[config.mk]
export PLATFORM = sky130hd
export DESIGN_NAME = bcd_time_cnt
export DESIGN_NICKNAME = d
export VERILOG_FILES = /design/src/rtl/bcd_time_cnt.sv
export SDC_FILE = /design/constraint.sdc
export NUM_CORES = 1
export LEC_CHECK = 0
export BUFFER_PORTS_ARGS = -buffer_cell sky130_fd_sc_hd__buf_2
export CORE_UTILIZATION = 55
export DETAILED_ROUTE_END_ITERATION = 10
export PLACE_DENSITY = 0.84
export SYNTH_ARGS = -nofsm -noshare
export SYNTH_HDL_FRONTEND = slang
export SYNTH_SLANG_ARGS = --single-unit
[constraint.sdc]
create_clock -name iCLK -period 3.55 [get_ports iCLK]
set_input_delay 0.71 -clock iCLK [delete_from_list [all_inputs] [get_ports iCLK]]
set_output_delay 0.71 -clock iCLK [all_outputs]
set_load 0.05 [all_outputs]
[src/rtl/bcd_time_cnt.sv]
// BCD time counter: SS, MM:SS or HH:MM:SS, counting up or down one step per tick,
// with range-checked preset load, clear, and full-range wrap pulse.
module bcd_time_cnt #(
    parameter int N_FIELDS = 2,
    parameter int HR_MOD   = 24
) (
    input  logic                  iCLK,
    input  logic                  iRESETn,
    input  logic                  iEN_1,
    input  logic                  iDOWN,
    input  logic                  iCLR,
    input  logic                  iLOAD,
    input  logic [8*N_FIELDS-1:0] iLOAD_DATA,
    output logic [8*N_FIELDS-1:0] oDATA_CNT,
    output logic                  oWRAP,
    output logic                  oLOAD_ERR,
    output logic                  oZERO
);

    localparam int W = 8*N_FIELDS;
    localparam logic [3:0] HR_MAX_T = 4'((HR_MOD-1)/10);
    localparam logic [3:0] HR_MAX_U = 4'((HR_MOD-1)%10);

    logic [W-1:0] cnt;
    logic [W-1:0] cntUp;
    logic [W-1:0] cntDn;
    logic         upWrap;
    logic         dnWrap;
    logic         loadOk;
    logic         carry;
    logic         borrow;
    logic [7:0]   fld;
    logic         wrapR;
    logic         loadErrR;

    function automatic logic [7:0] fieldMax(input int k);
        return (k == 2) ? {HR_MAX_T, HR_MAX_U} : 8'h59;
    endfunction

    function automatic logic fieldValid(input int k, input logic [7:0] f);
        if (f[3:0] > 4'd9 || f[7:4] > 4'd9)
            return 1'b0;
        if (k == 2)
            return (int'(f[7:4])*10 + int'(f[3:0])) < HR_MOD;
        return f[7:4] <= 4'd5;
    endfunction

    function automatic logic [7:0] stepUp(input logic [7:0] f, input logic [7:0] mx);
        if (f == mx)
            return 8'h00;
        if (f[3:0] == 4'd9)
            return {f[7:4] + 4'd1, 4'd0};
        return {f[7:4], f[3:0] + 4'd1};
    endfunction

    function automatic logic [7:0] stepDown(input logic [7:0] f, input logic [7:0] mx);
        if (f == 8'h00)
            return mx;
        if (f[3:0] == 4'd0)
            return {f[7:4] - 4'd1, 4'd9};
        return {f[7:4], f[3:0] - 4'd1};
    endfunction

    // Ripple carry/borrow across fields; a field steps only when all lower fields roll over
    always_comb begin
        cntUp  = cnt;
        cntDn  = cnt;
        carry  = 1'b1;
        borrow = 1'b1;
        loadOk = 1'b1;
        fld    = 8'h00;
        for (int k = 0; k < N_FIELDS; k++) begin
            fld = cnt[8*k +: 8];
            if (carry)
                cntUp[8*k +: 8] = stepUp(fld, fieldMax(k));
            if (borrow)
                cntDn[8*k +: 8] = stepDown(fld, fieldMax(k));
            carry  = carry  & (fld == fieldMax(k));
            borrow = borrow & (fld == 8'h00);
            loadOk = loadOk & fieldValid(k, iLOAD_DATA[8*k +: 8]);
        end
        upWrap = carry;
        dnWrap = borrow;
    end

    always_ff @(posedge iCLK) begin
        if (!iRESETn) begin
            cnt      <= '0;
            wrapR    <= 1'b0;
            loadErrR <= 1'b0;
        end else begin
            wrapR    <= 1'b0;
            loadErrR <= 1'b0;
            if (iCLR) begin
                cnt <= '0;
            end else if (iLOAD) begin
                if (loadOk)
                    cnt <= iLOAD_DATA;
                else
                    loadErrR <= 1'b1;
            end else if (iEN_1) begin
                if (iDOWN) begin
                    cnt   <= cntDn;
                    wrapR <= dnWrap;
                end else begin
                    cnt   <= cntUp;
                    wrapR <= upWrap;
                end
            end
        end
    end

    assign oDATA_CNT = cnt;
    assign oWRAP     = wrapR;
    assign oLOAD_ERR = loadErrR;
    assign oZERO     = (cnt == '0);

endmodule

* Word-level counts from Yosys, hierarchy flattened *
Cells that the tools add are included.

cells by class
  add/subtract/negate cells = 8
  order comparisons = 6
  eq/ne operators = 8
  mux-type cells = 46
  bitwise logic cells = 6
  reductions and logical operators = 18

operators with widths
  kind                   count
  $mux W8                18
  $mux W16               4
  $mux W1                24
  $add A4 B1 Y4 const B  4
  $eq A8 B7 Y1 const B   2
  $gt A4 B4 Y1 const B   4
  $logic_not A16 Y1      1
  $logic_not A8 Y1       2
  $sub A4 B1 Y4 const B  4
  $eq A4 B4 Y1 const B   2
  $le A4 B3 Y1 const B   2
  $logic_not A4 Y1       2
  $ne A4 B1 Y1 const B   2
  $reduce_and A4 Y1      2
  $reduce_bool A4 Y1     2
  $reduce_and A6 Y1      1
  $reduce_or A4 Y1       1
  $and A1 B1 Y1          3
  $ne A3 B1 Y1 const B   1
  $not A1 Y1             3
  $reduce_bool A3 Y1     1
  $reduce_or A3 Y1       1
  $logic_or A1 B1 Y1     2
  $ne A2 B1 Y1 const B   1
  3 further kinds        3

word-level totals
  register bits after elaboration = 18
  input bits = 22
  output and inout port bits = 19
  logic and storage cells = 98

* Longest topological paths before layout *
  depth in word-level cells = 11
  depth in mapped cells = 7
  mapped depth without buffers = 7

* Least setup slack after synthesis *
OpenSTA, ideal clock, no wires.

  path type = register to output
  from = register cnt[12], in the netlist oDATA_CNT[12]
  to = output oZERO
  arrival = 1.919 ns
  required time = 2.840 ns
  path slack = 0.921 ns
  stages on the path, launching flop included = 6
  path buffers = 0
  cells stage by stage = dfxtp_1 inv_1 ha_1 nor3b_1 nand3_1 nor2_1

on the way
  cells in the longest elaborated chain, start to end = 1

RTL lines
  item                    line  text
  start, declared         24    logic [W-1:0] cnt;
  start signal, assigned  98    cnt <= iLOAD_DATA;
  start signal, assigned  103   cnt <= cntDn;
  start signal, assigned  106   cnt <= cntUp;
  $logic_not A16 Y1       116   assign oZERO = (cnt == '0);
  end, declared           17    output logic oZERO

No other way between the ends.

* Final worst setup path *
Ends and elaborated chain as after synthesis.

==> results.toml <==
[critical_path]
startpoint_type = "flop"
required_ns = 2.84
r2r_slack_ns = 1.38
cp_max_fo = 7
r2r-end = "oDATA_CNT[9]"
cp_top_family = "simple AND/OR/NAND/NOR gates"
setup.worst_path.end = "oZERO"
reg2reg_depth = 7
critPathArrivalTime_ns = 1.94
critical_path_depth = 6
path_buf_inv = 2
critPathLaunch = "oDATA_CNT[12]"
critPathKind = "flop to output port"
path_cells = "inv_1 > ha_1 > nor3b_1 > nand3_1 > nor2_1 > buf_2"
cpMaxStageDelayCell = "dfxtp_1"
cpPeakStageDelay_ns = 0.40
worstReg2RegStart = "oDATA_CNT[4]"
worstSetupEndpointType = "output port"

[global_route]
grt_use_met1_pct = 37.4
track_usage_pct = 27.8
grtUsageMet2_pct = 45.3
grt_max_degree = 26
grt_pass1_wl_mm = 7.18
grt_pass1_vias = 1602
antenna_found_initial = 0
gr-max-usage-layer = "met2"
grt.met3_usage_pct = 5.36
gr-total-overflow = 0

[status]
status = "complete, but fails checks"
violations = "design-rule violations"

[finish]
n_antenna_cell = 0
finalNonFillerCells = 288
nNetsFinal = 287
drive_gt1_share_pct = 22.2
syn_to_final_growth_pct = 11.5
fill_cells = 277

[clock_network]
cts.sinks = 18
worstSkewPairLatency_ns = 0.31
cts_made_buffers = 3
cts_tree = "yes"
clk_pin_slew_ns = 0.10
cts.repair.resized = 0
cts_hold_buf = 0
h-tree-depth = 1
root_buffer = "clkbuf_4"
postCtsSetupRepairBufs = 0
clockBufferDepth = 2

[routing]
via_count = 1880
antenna_left = 0
drt_iter0_markers = 161
drtPass1Iterations = 9
wl_per_cell_um = 15.7
drc = 1
via_per_inst = 6.53
routed_wl_mm = 4.53

[place]
post-place-ws_ns = 1.04
port_buffers = 40
gp_congestion = 0.904
dp_hpwl_mm = 3.26
dp_cells = 284

[sta]
tightest_slew_ns = 0.591
tns_ns = 0
setup_slack_ns = 0.903
rsz0062_at_grt = "no"
relSlewSlack_pct = 60.6
finalHoldViolCount = 0
finalClockSkew_ns = 0.0100
max_freq_ghz = 0.378
slew_viol_final = 0
min_period_over_period_pct = 74.6
setup_viol = 0
finalCriticalPeriod_ns = 2.65

[yosys]
async_flop_share_pct = 0
netlist_instances = 229
netlist_top_cells_area = "dfxtp_1 21%, a21oi_1 5.9%, ha_1 5.1%"
ys_seq_area_share_pct = 21.2
synth-seq-cells = 18
synth-main-ff-cell = "dfxtp_1"
synth_nets = 258
synth_edf_count = 0
synth_common_cells = "21 x nand2_1, 20 x a21oi_1, 18 x dfxtp_1"
synth_area_um2 = 1700
syn_area_per_cell_um2 = 7.44
yosysMostFrequentCell = "nand2_1"
yosysWarningCount = 0
synth_cell_types = 55
synth.top_cell.area_share_pct = 21.2
synth_top_area_cell = "dfxtp_1"

[die]
io-pin-count = 41
die_h_um = 57.6
die_area_um2 = 3320
core_area_um2 = 2850
die_w_um = 57.6
row_count = 19
start_util_pct = 59.7

[pwr]
p_per_area_nw_per_um2 = 261
irDropWorstVdd_mv = 0.208
p_leak_uw = 0.000783

[run]
cap_violations = 0

[min_path]
hp-class = "flop to flop"
worst min-delay path, delay by kind of cell, from the launching register on:
kind | cells | cell delay, ns
simple gates | 1 | 0.10
compound gates | 1 | 0.06
flops | 1 | 0.40
stage by stage:
stage	instance area [um2]	utilization [%]	power [uW]	hold WS, ns
5_1_grt	1900	66.6	517	0.628
4_1_cts	1900	66.6	492	0.600
2_1_floorplan	1700	-	326	0.775
3_5_place_dp	1860	65.3	364	0.584
6_report	1900	66.6	495	0.600
3_3_place_gp	1860	65.3	363	0.573
per-layer routing:
| metal | share of wire [%] | wire length (um) |
|---|---|---|
| met1 | 43 | 1970 |
| met2 | 47 | 2120 |
| met3 | 8.7 | 395 |
| met4 | 1.0 | 46 |
| met5 | 0 | 0 |
how the worst min path moves through the flow:
| stage | from | to | slack (ns) | depth (start not counted) |
|---|---|---|---|---|
| final | oDATA_CNT[3] | oDATA_CNT[3] | 0.60 | 2 |
| after CTS | oDATA_CNT[11] | oDATA_CNT[11] | 0.60 | 2 |
| after floorplan | oDATA_CNT[7] | oDATA_CNT[7] | 0.78 | 2 |
| after global placement | oDATA_CNT[7] | oDATA_CNT[7] | 0.57 | 2 |
| after detailed placement | oDATA_CNT[3] | oDATA_CNT[3] | 0.58 | 2 |
| after global routing | oDATA_CNT[11] | oDATA_CNT[11] | 0.63 | 2 |
final cells by class:
type / count / area [um2] / share of cell area (%)
Multi-Input combinational cell: 185 / 1230 / 64.6
Sequential cell: 18 / 360 / 19.0
Timing Repair Buffer: 40 / 200 / 10.5
Tap cell: 31 / 38.8 / 2.04
Inverter: 10 / 37.5 / 1.98
Clock buffer: 4 / 36.3 / 1.91
power by group:
group	internal [uW]	total [uW]	switching [uW]
clock	62.6	132	69.8
combinational	48.6	144	95.7
sequential	207	218	11.5
total	318	495	177
state kept, by name, summed over array words and instances, names as in the netlist:
register   cells
oDATA_CNT     16
oLOAD_ERR      1
oWRAP          1
placed cells by master, fill, tap and decap left out, types with 2 or more instances in the layout:
cell type and count:
and2b_1 2, nor3b_2 2, o22ai_1 5, o21ai_0 10
a31oi_1 2, nand2b_1 7, dfxtp_1 18, nor3_1 9
nor4_1 2, nand3_1 12, buf_2 40, nand2_1 21
nor2_1 14, xor2_1 2, a21oi_1 20, o211ai_1 2
clkbuf_4 3, inv_1 10, nor3b_1 3, and4_1 2
a211oi_1 4, nand3b_1 7, o31ai_1 4, a41oi_1 3
a222oi_1 2, ha_1 7, and2_1 3, nand4_1 4
nor2b_1 8, a211o_1 2, o21ai_1 3, o221ai_1 2
kinds of logic (layout without fill, tap and decap cells):
family	count (synthesis)	after routing	share of synthesized area, %
and+or+nand+nor	100	100	33.7
AOI/OAI and AO/OA	74	74	30.7
muxes	2	2	1.40
buffers and inverters	26	54	6.83
DFF	18	18	21.2
adders and majority gates	7	7	5.14
xor gates and xnor gates	2	2	1.03
Power figures use the tool's default switching activity.
